File: config.mk
export PLATFORM = sky130hd
export DESIGN_NAME = fp8_add_sequencer
export DESIGN_NICKNAME = d
export VERILOG_FILES = /design/src/rtl/fp8_add_sequencer.sv
export SDC_FILE = /design/constraint.sdc
export NUM_CORES = 1
export LEC_CHECK = 0
export BUFFER_PORTS_ARGS = -buffer_cell sky130_fd_sc_hd__buf_2
export CORE_MARGIN = 10
export CORE_UTILIZATION = 62
export DETAILED_ROUTE_END_ITERATION = 10
export MAX_ROUTING_LAYER = met4
export PLACE_DENSITY = 0.82
export SLEW_MARGIN = 20
export SYNTH_ARGS = -nofsm -noshare
export SYNTH_HDL_FRONTEND = slang
export SYNTH_SLANG_ARGS = --single-unit
File: constraint.sdc
create_clock -name clk -period 4.1 [get_ports clk]
set_input_delay 0.205 -clock clk [delete_from_list [all_inputs] [get_ports clk]]
set_output_delay 0.205 -clock clk [all_outputs]
set_load 0.02 [all_outputs]
File: src/rtl/fp8_add_sequencer.sv
// fp8 (1/4/3, bias 7) adder sequencer: special-case screen, align, add, normalize.
// Ports: clk, rst (async high), in_valid/in_ready + a/b in, out_valid/out_ready + q/exc/ovf out, busy.
module fp8_add_sequencer #(
  parameter int ALIGN_CLAMP = 7
) (
  input  logic       clk,
  input  logic       rst,
  input  logic       in_valid,
  output logic       in_ready,
  input  logic [7:0] a,
  input  logic [7:0] b,
  output logic       out_valid,
  input  logic       out_ready,
  output logic [7:0] q,
  output logic       exc,
  output logic       ovf,
  output logic       busy
);

  typedef enum logic [2:0] {
    IDLE,
    CHECK,
    ALIGN,
    ADD,
    NORM,
    DONE
  } state_t;

  localparam logic [3:0] CLAMP = 4'(ALIGN_CLAMP);

  state_t     state;
  logic [7:0] ra;
  logic [7:0] rb;
  logic [7:0] sig_l;
  logic [7:0] sig_s;
  logic [3:0] exp_r;
  logic       sign_r;
  logic       sub_r;

  logic [3:0] ea;
  logic [3:0] eb;
  logic [2:0] ma;
  logic [2:0] mb;
  logic       nan_a;
  logic       nan_b;
  logic       inf_a;
  logic       inf_b;
  logic       zero_a;
  logic       zero_b;
  logic [7:0] sig_a;
  logic [7:0] sig_b;
  logic [3:0] eff_a;
  logic [3:0] eff_b;

  assign ea     = ra[6:3];
  assign eb     = rb[6:3];
  assign ma     = ra[2:0];
  assign mb     = rb[2:0];
  assign nan_a  = (ea == 4'hf) && (ma != 3'd0);
  assign nan_b  = (eb == 4'hf) && (mb != 3'd0);
  assign inf_a  = (ea == 4'hf) && (ma == 3'd0);
  assign inf_b  = (eb == 4'hf) && (mb == 3'd0);
  assign zero_a = (ra[6:0] == 7'd0);
  assign zero_b = (rb[6:0] == 7'd0);
  // Subnormals have no hidden bit and sit at effective exponent 1.
  assign sig_a  = {ea != 4'd0, ma, 4'b0000};
  assign sig_b  = {eb != 4'd0, mb, 4'b0000};
  assign eff_a  = (ea == 4'd0) ? 4'd1 : ea;
  assign eff_b  = (eb == 4'd0) ? 4'd1 : eb;

  // Special-case screen, highest priority first.
  logic       spec_hit;
  logic [7:0] spec_q;

  always_comb begin
    spec_hit = 1'b1;
    spec_q   = 8'h00;
    if (nan_a && nan_b) begin
      spec_q = {ra[7], 4'hf, (ma < mb) ? ma : mb};
    end else if (nan_a) begin
      spec_q = ra;
    end else if (nan_b) begin
      spec_q = rb;
    end else if (inf_a) begin
      spec_q = ra;
    end else if (inf_b) begin
      spec_q = rb;
    end else if (zero_a) begin
      spec_q = rb;
    end else if (zero_b) begin
      spec_q = ra;
    end else begin
      spec_hit = 1'b0;
    end
  end

  // Alignment: ties in exponent are broken by mantissa, then favour A.
  logic       a_big;
  logic [3:0] diff;
  logic [3:0] shamt;
  logic [7:0] big_sig;
  logic [7:0] small_sig;
  logic [3:0] big_e;
  logic       big_sign;

  always_comb begin
    a_big = (ea > eb) || ((ea == eb) && (ma >= mb));
    if (a_big) begin
      big_sig   = sig_a;
      small_sig = sig_b;
      big_e     = eff_a;
      big_sign  = ra[7];
      diff      = eff_a - eff_b;
    end else begin
      big_sig   = sig_b;
      small_sig = sig_a;
      big_e     = eff_b;
      big_sign  = rb[7];
      diff      = eff_b - eff_a;
    end
    shamt = (diff > CLAMP) ? CLAMP : diff;
  end

  // Add / subtract of aligned magnitudes.
  logic [8:0] sum9;
  logic [7:0] add_m;
  logic [3:0] add_e;
  logic       add_ovf;

  always_comb begin
    sum9    = {1'b0, sig_l} + {1'b0, sig_s};
    add_m   = sum9[7:0];
    add_e   = exp_r;
    add_ovf = 1'b0;
    if (sub_r) begin
      add_m = sig_l - sig_s;
    end else if (sum9[8]) begin
      add_m   = sum9[8:1];
      add_e   = exp_r + 4'd1;
      add_ovf = (exp_r == 4'd14);
    end
  end

  // One normalize step per NORM cycle.
  logic [7:0] nrm_m;
  logic [3:0] nrm_e;

  assign nrm_m = {sig_l[6:0], 1'b0};
  assign nrm_e = exp_r - 4'd1;

  always_ff @(posedge clk or posedge rst) begin
    if (rst) begin
      state     <= IDLE;
      ra        <= 8'h00;
      rb        <= 8'h00;
      sig_l     <= 8'h00;
      sig_s     <= 8'h00;
      exp_r     <= 4'd0;
      sign_r    <= 1'b0;
      sub_r     <= 1'b0;
      q         <= 8'h00;
      exc       <= 1'b0;
      ovf       <= 1'b0;
      out_valid <= 1'b0;
      busy      <= 1'b0;
      in_ready  <= 1'b1;
    end else begin
      unique case (state)
        IDLE: begin
          if (in_valid && in_ready) begin
            ra       <= a;
            rb       <= b;
            in_ready <= 1'b0;
            busy     <= 1'b1;
            state    <= CHECK;
          end
        end
        CHECK: begin
          ovf <= 1'b0;
          if (spec_hit) begin
            q         <= spec_q;
            exc       <= 1'b1;
            out_valid <= 1'b1;
            state     <= DONE;
          end else begin
            exc   <= 1'b0;
            state <= ALIGN;
          end
        end
        ALIGN: begin
          sig_l  <= big_sig;
          sig_s  <= small_sig >> shamt;
          exp_r  <= big_e;
          sign_r <= big_sign;
          sub_r  <= ra[7] ^ rb[7];
          state  <= ADD;
        end
        ADD: begin
          if (add_ovf) begin
            q         <= {sign_r, 4'hf, 3'b000};
            ovf       <= 1'b1;
            out_valid <= 1'b1;
            state     <= DONE;
          end else if (add_m == 8'h00) begin
            q         <= 8'h00;
            out_valid <= 1'b1;
            state     <= DONE;
          end else if (add_m[7] || (add_e == 4'd1)) begin
            // Already normalized (or pinned at the subnormal floor).
            q         <= {sign_r, add_m[7] ? add_e : 4'd0, add_m[6:4]};
            out_valid <= 1'b1;
            state     <= DONE;
          end else begin
            sig_l <= add_m;
            exp_r <= add_e;
            state <= NORM;
          end
        end
        NORM: begin
          if (nrm_m[7] || (nrm_e == 4'd1)) begin
            q         <= {sign_r, nrm_m[7] ? nrm_e : 4'd0, nrm_m[6:4]};
            out_valid <= 1'b1;
            state     <= DONE;
          end else begin
            sig_l <= nrm_m;
            exp_r <= nrm_e;
          end
        end
        DONE: begin
          if (out_ready) begin
            out_valid <= 1'b0;
            busy      <= 1'b0;
            in_ready  <= 1'b1;
            state     <= IDLE;
          end
        end
        default: begin
          state <= IDLE;
        end
      endcase
    end
  end

endmodule

==> flow_metrics.tcl <==
set metrics [dict create \
    outcome "complete, no violations" \
    setup_viol 0 \
    grt_pass1_wl_mm 21.2 \
    cp-start-kind "flip-flop" \
    post_cts_resized 0 \
    crit_required_ns 4.30 \
    clk_pin_slew_ns 0.10 \
    tns_ns 0 \
    die_h_um 107 \
    syn-instance-count 555 \
    syn2layout_area_growth_pct 6.85 \
    cpLargestDelayFamily "simple AND/OR/NAND/NOR gates" \
    synth.distinct_cells 74 \
    yosys_register_bits 54 \
    pin_count 33 \
    yosysWarnings 0 \
    hp-class "in2async" \
    start_util_pct 64.2 \
    cts_tree "built" \
    post-dp-hpwl_mm 9.93 \
    wirelength_mm 12.9 \
    crit_slowest_cell "dfrtp_1" \
    skew_ns 0.00968 \
    critPathKind "reg2reg" \
    r2r_slack_ns 0.47 \
    grt_pass1_vias 4225 \
    drt-initial-drc-count 240 \
    worst_pin_slew_ns 1.08 \
    fmax_mhz 276 \
    io_buffers 32 \
    final_common_cell "nand2_1" \
    antenna_found_initial 0 \
    end_kind "flip-flop" \
    ant_nets 0 \
    cts_inserted_buffers 5 \
    firstDrtPassIters 4 \
    grt_max_degree 55 \
    drc 0 \
    dpl.cell_count 668 \
    drv_cap 0 \
    crit_fanout 9 \
    async_reset_ff_share_pct 100 \
    layout_common_cells "58 x nand2_1, 53 x dfrtp_1, 41 x o21ai_0" \
    cp_cell_sequence "ha_1, fa_1, nor2b_4, o2111ai_2, nand3_1, nor4_1, a211oi_1, nand2b_1, nand2b_1, o21ai_2, mux2_2" \
    yosysSeqAreaShare_pct 28.9 \
    synthFlopType "dfrtp_1" \
    cp_data_arrival_time_ns 3.83 \
    cts_max_level 2 \
    worst_r2r_startpoint "sig_s[0]" \
    antenna_cells 0 \
    fin_crit_sh_pct 88.5 \
    cts.sinks 54 \
    place_congestion 1.02 \
    post-route-min-period_ns 3.63 \
    drive_gt1_share_pct 15.3 \
    die-area_mm2 0.0114 \
    max_stage_delay_ns 0.43 \
    rr_endpoint "q[1]" \
    slew_viol_final 0 \
    synth-edff-count 0 \
    worst_hold_slack_ns 0.0783 \
    syn_nets 611 \
    final_cells 676 \
    groute.usage.overall_pct 23.0 \
    hold_viol_final 0 \
    routedWlPerCell_um 19.1 \
    vias_per_cell 6.45 \
    nNetsFinal 632 \
    grt_overflow 0 \
    r2r_cells 11 \
    postCtsSetupRepairBufs 0 \
    rows 31 \
    relSlewSlack_pct 27.8 \
    cp_num_buf_inv 0 \
    root_buffer "clkbuf_8" \
    rsz0062_at_grt "no" \
    critPathMostFrequentCell "nand2b_1" \
    die_w_um 107 \
    cts_hold_buf 0 \
    clk_latency_ns 0.31 \
    synth.cell_area_mm2 0.00468 \
    max-clock-path-buffers 2 \
    coreArea_mm2 0.00729 \
    syn_avg_cell_area_um2 8.43 \
    final_util_pct 68.6 \
    num_vias 4363 \
]
-- cell type report --
type	instances	area, um^2
clock inverter	2	13.8
sequential	54	1350
timing repair buffer	42	235
clock buffer	6	72.6
multi-input combinational	436	3060
inverter	37	139
fill	653	2290
tap	99	124
-- metal layers --
metal / vias to the layer above / GRT usage, % / part of all wire [%]
met2: 160 / 37.6 / 49
met5: - / - / 0
met4: 0 / 8.03 / 2.6
li1: 2045 / - / -
met1: 2124 / 28.7 / 44
met3: 34 / 2.87 / 5.0
-- registers in the layout, indices dropped and copies added (netlist names) --
| register | flops |
|---|---|
| sign_r | 1 |
| out_valid | 1 |
| sig_l | 8 |
| sub_r | 1 |
| state | 3 |
| in_ready | 1 |
| ra | 8 |
| exc | 1 |
| q | 8 |
| sig_s | 8 |
| busy | 1 |
| rb | 8 |
| ovf | 1 |
| exp_r | 4 |
-- worst max-delay path by stage --
stage / cells after the start / start / slack (ns) / endpoint
final: 11 / sig_s[0] / 0.47 / q[1]
after global routing: 10 / sig_l[4] / 0.30 / q[7]
after CTS: 11 / sig_s[0] / 0.54 / q[1]
after detailed placement: 11 / sig_s[0] / 0.58 / q[1]
after global placement: 12 / sig_l[0] / 0.70 / q[7]
after floorplan: 13 / sig_l[2] / 1.05 / sig_l[2]
-- worst min-delay path, delay by kind of cell --
kind | cells | cell delay, ns
buffers and inverters | 3 | 0.68
-- metrics by stage --
| step | worst slack (ns) | area (um^2) |
|---|---|---|
| global placement | 0.702 | 4910 |
| finish | 0.470 | 5000 |
| floorplan | 1.05 | 4680 |
| CTS | 0.538 | 5000 |
| detailed placement | 0.578 | 4910 |
| global route | 0.299 | 5000 |
-- cells by family (layout without fill, tap and decap cells) --
family	Yosys count	count (layout)	share of synthesized area [%]
adders and majority gates	36	36	10.3
and+or+nand+nor	192	192	21.0
xor gates and xnor gates	16	16	2.99
muxes	34	34	8.29
buffers and inverters	65	87	5.64
AOI/OAI and AO/OA	158	158	22.9
DFF	54	54	28.9
-- cell usage after synthesis, types with 11 or more instances --
master / instances / share of area (%)
ha_1: 32 / 8.6
nand2b_1: 12 / 1.6
nor2b_1: 17 / 2.3
mux2i_1: 11 / 2.4
nand3_1: 16 / 1.7
dfrtp_1: 53 / 28
nor3_1: 11 / 1.2
clkbuf_1: 22 / 1.8
inv_1: 36 / 2.9
nor2_1: 36 / 2.9
nand2_1: 58 / 4.7
o21ai_0: 41 / 4.4
a21oi_1: 35 / 3.7
mux2_2: 17 / 4.1
Power is not shown: default switching activity piles up to over one toggle a cycle in this logic, so the estimate is an artifact.
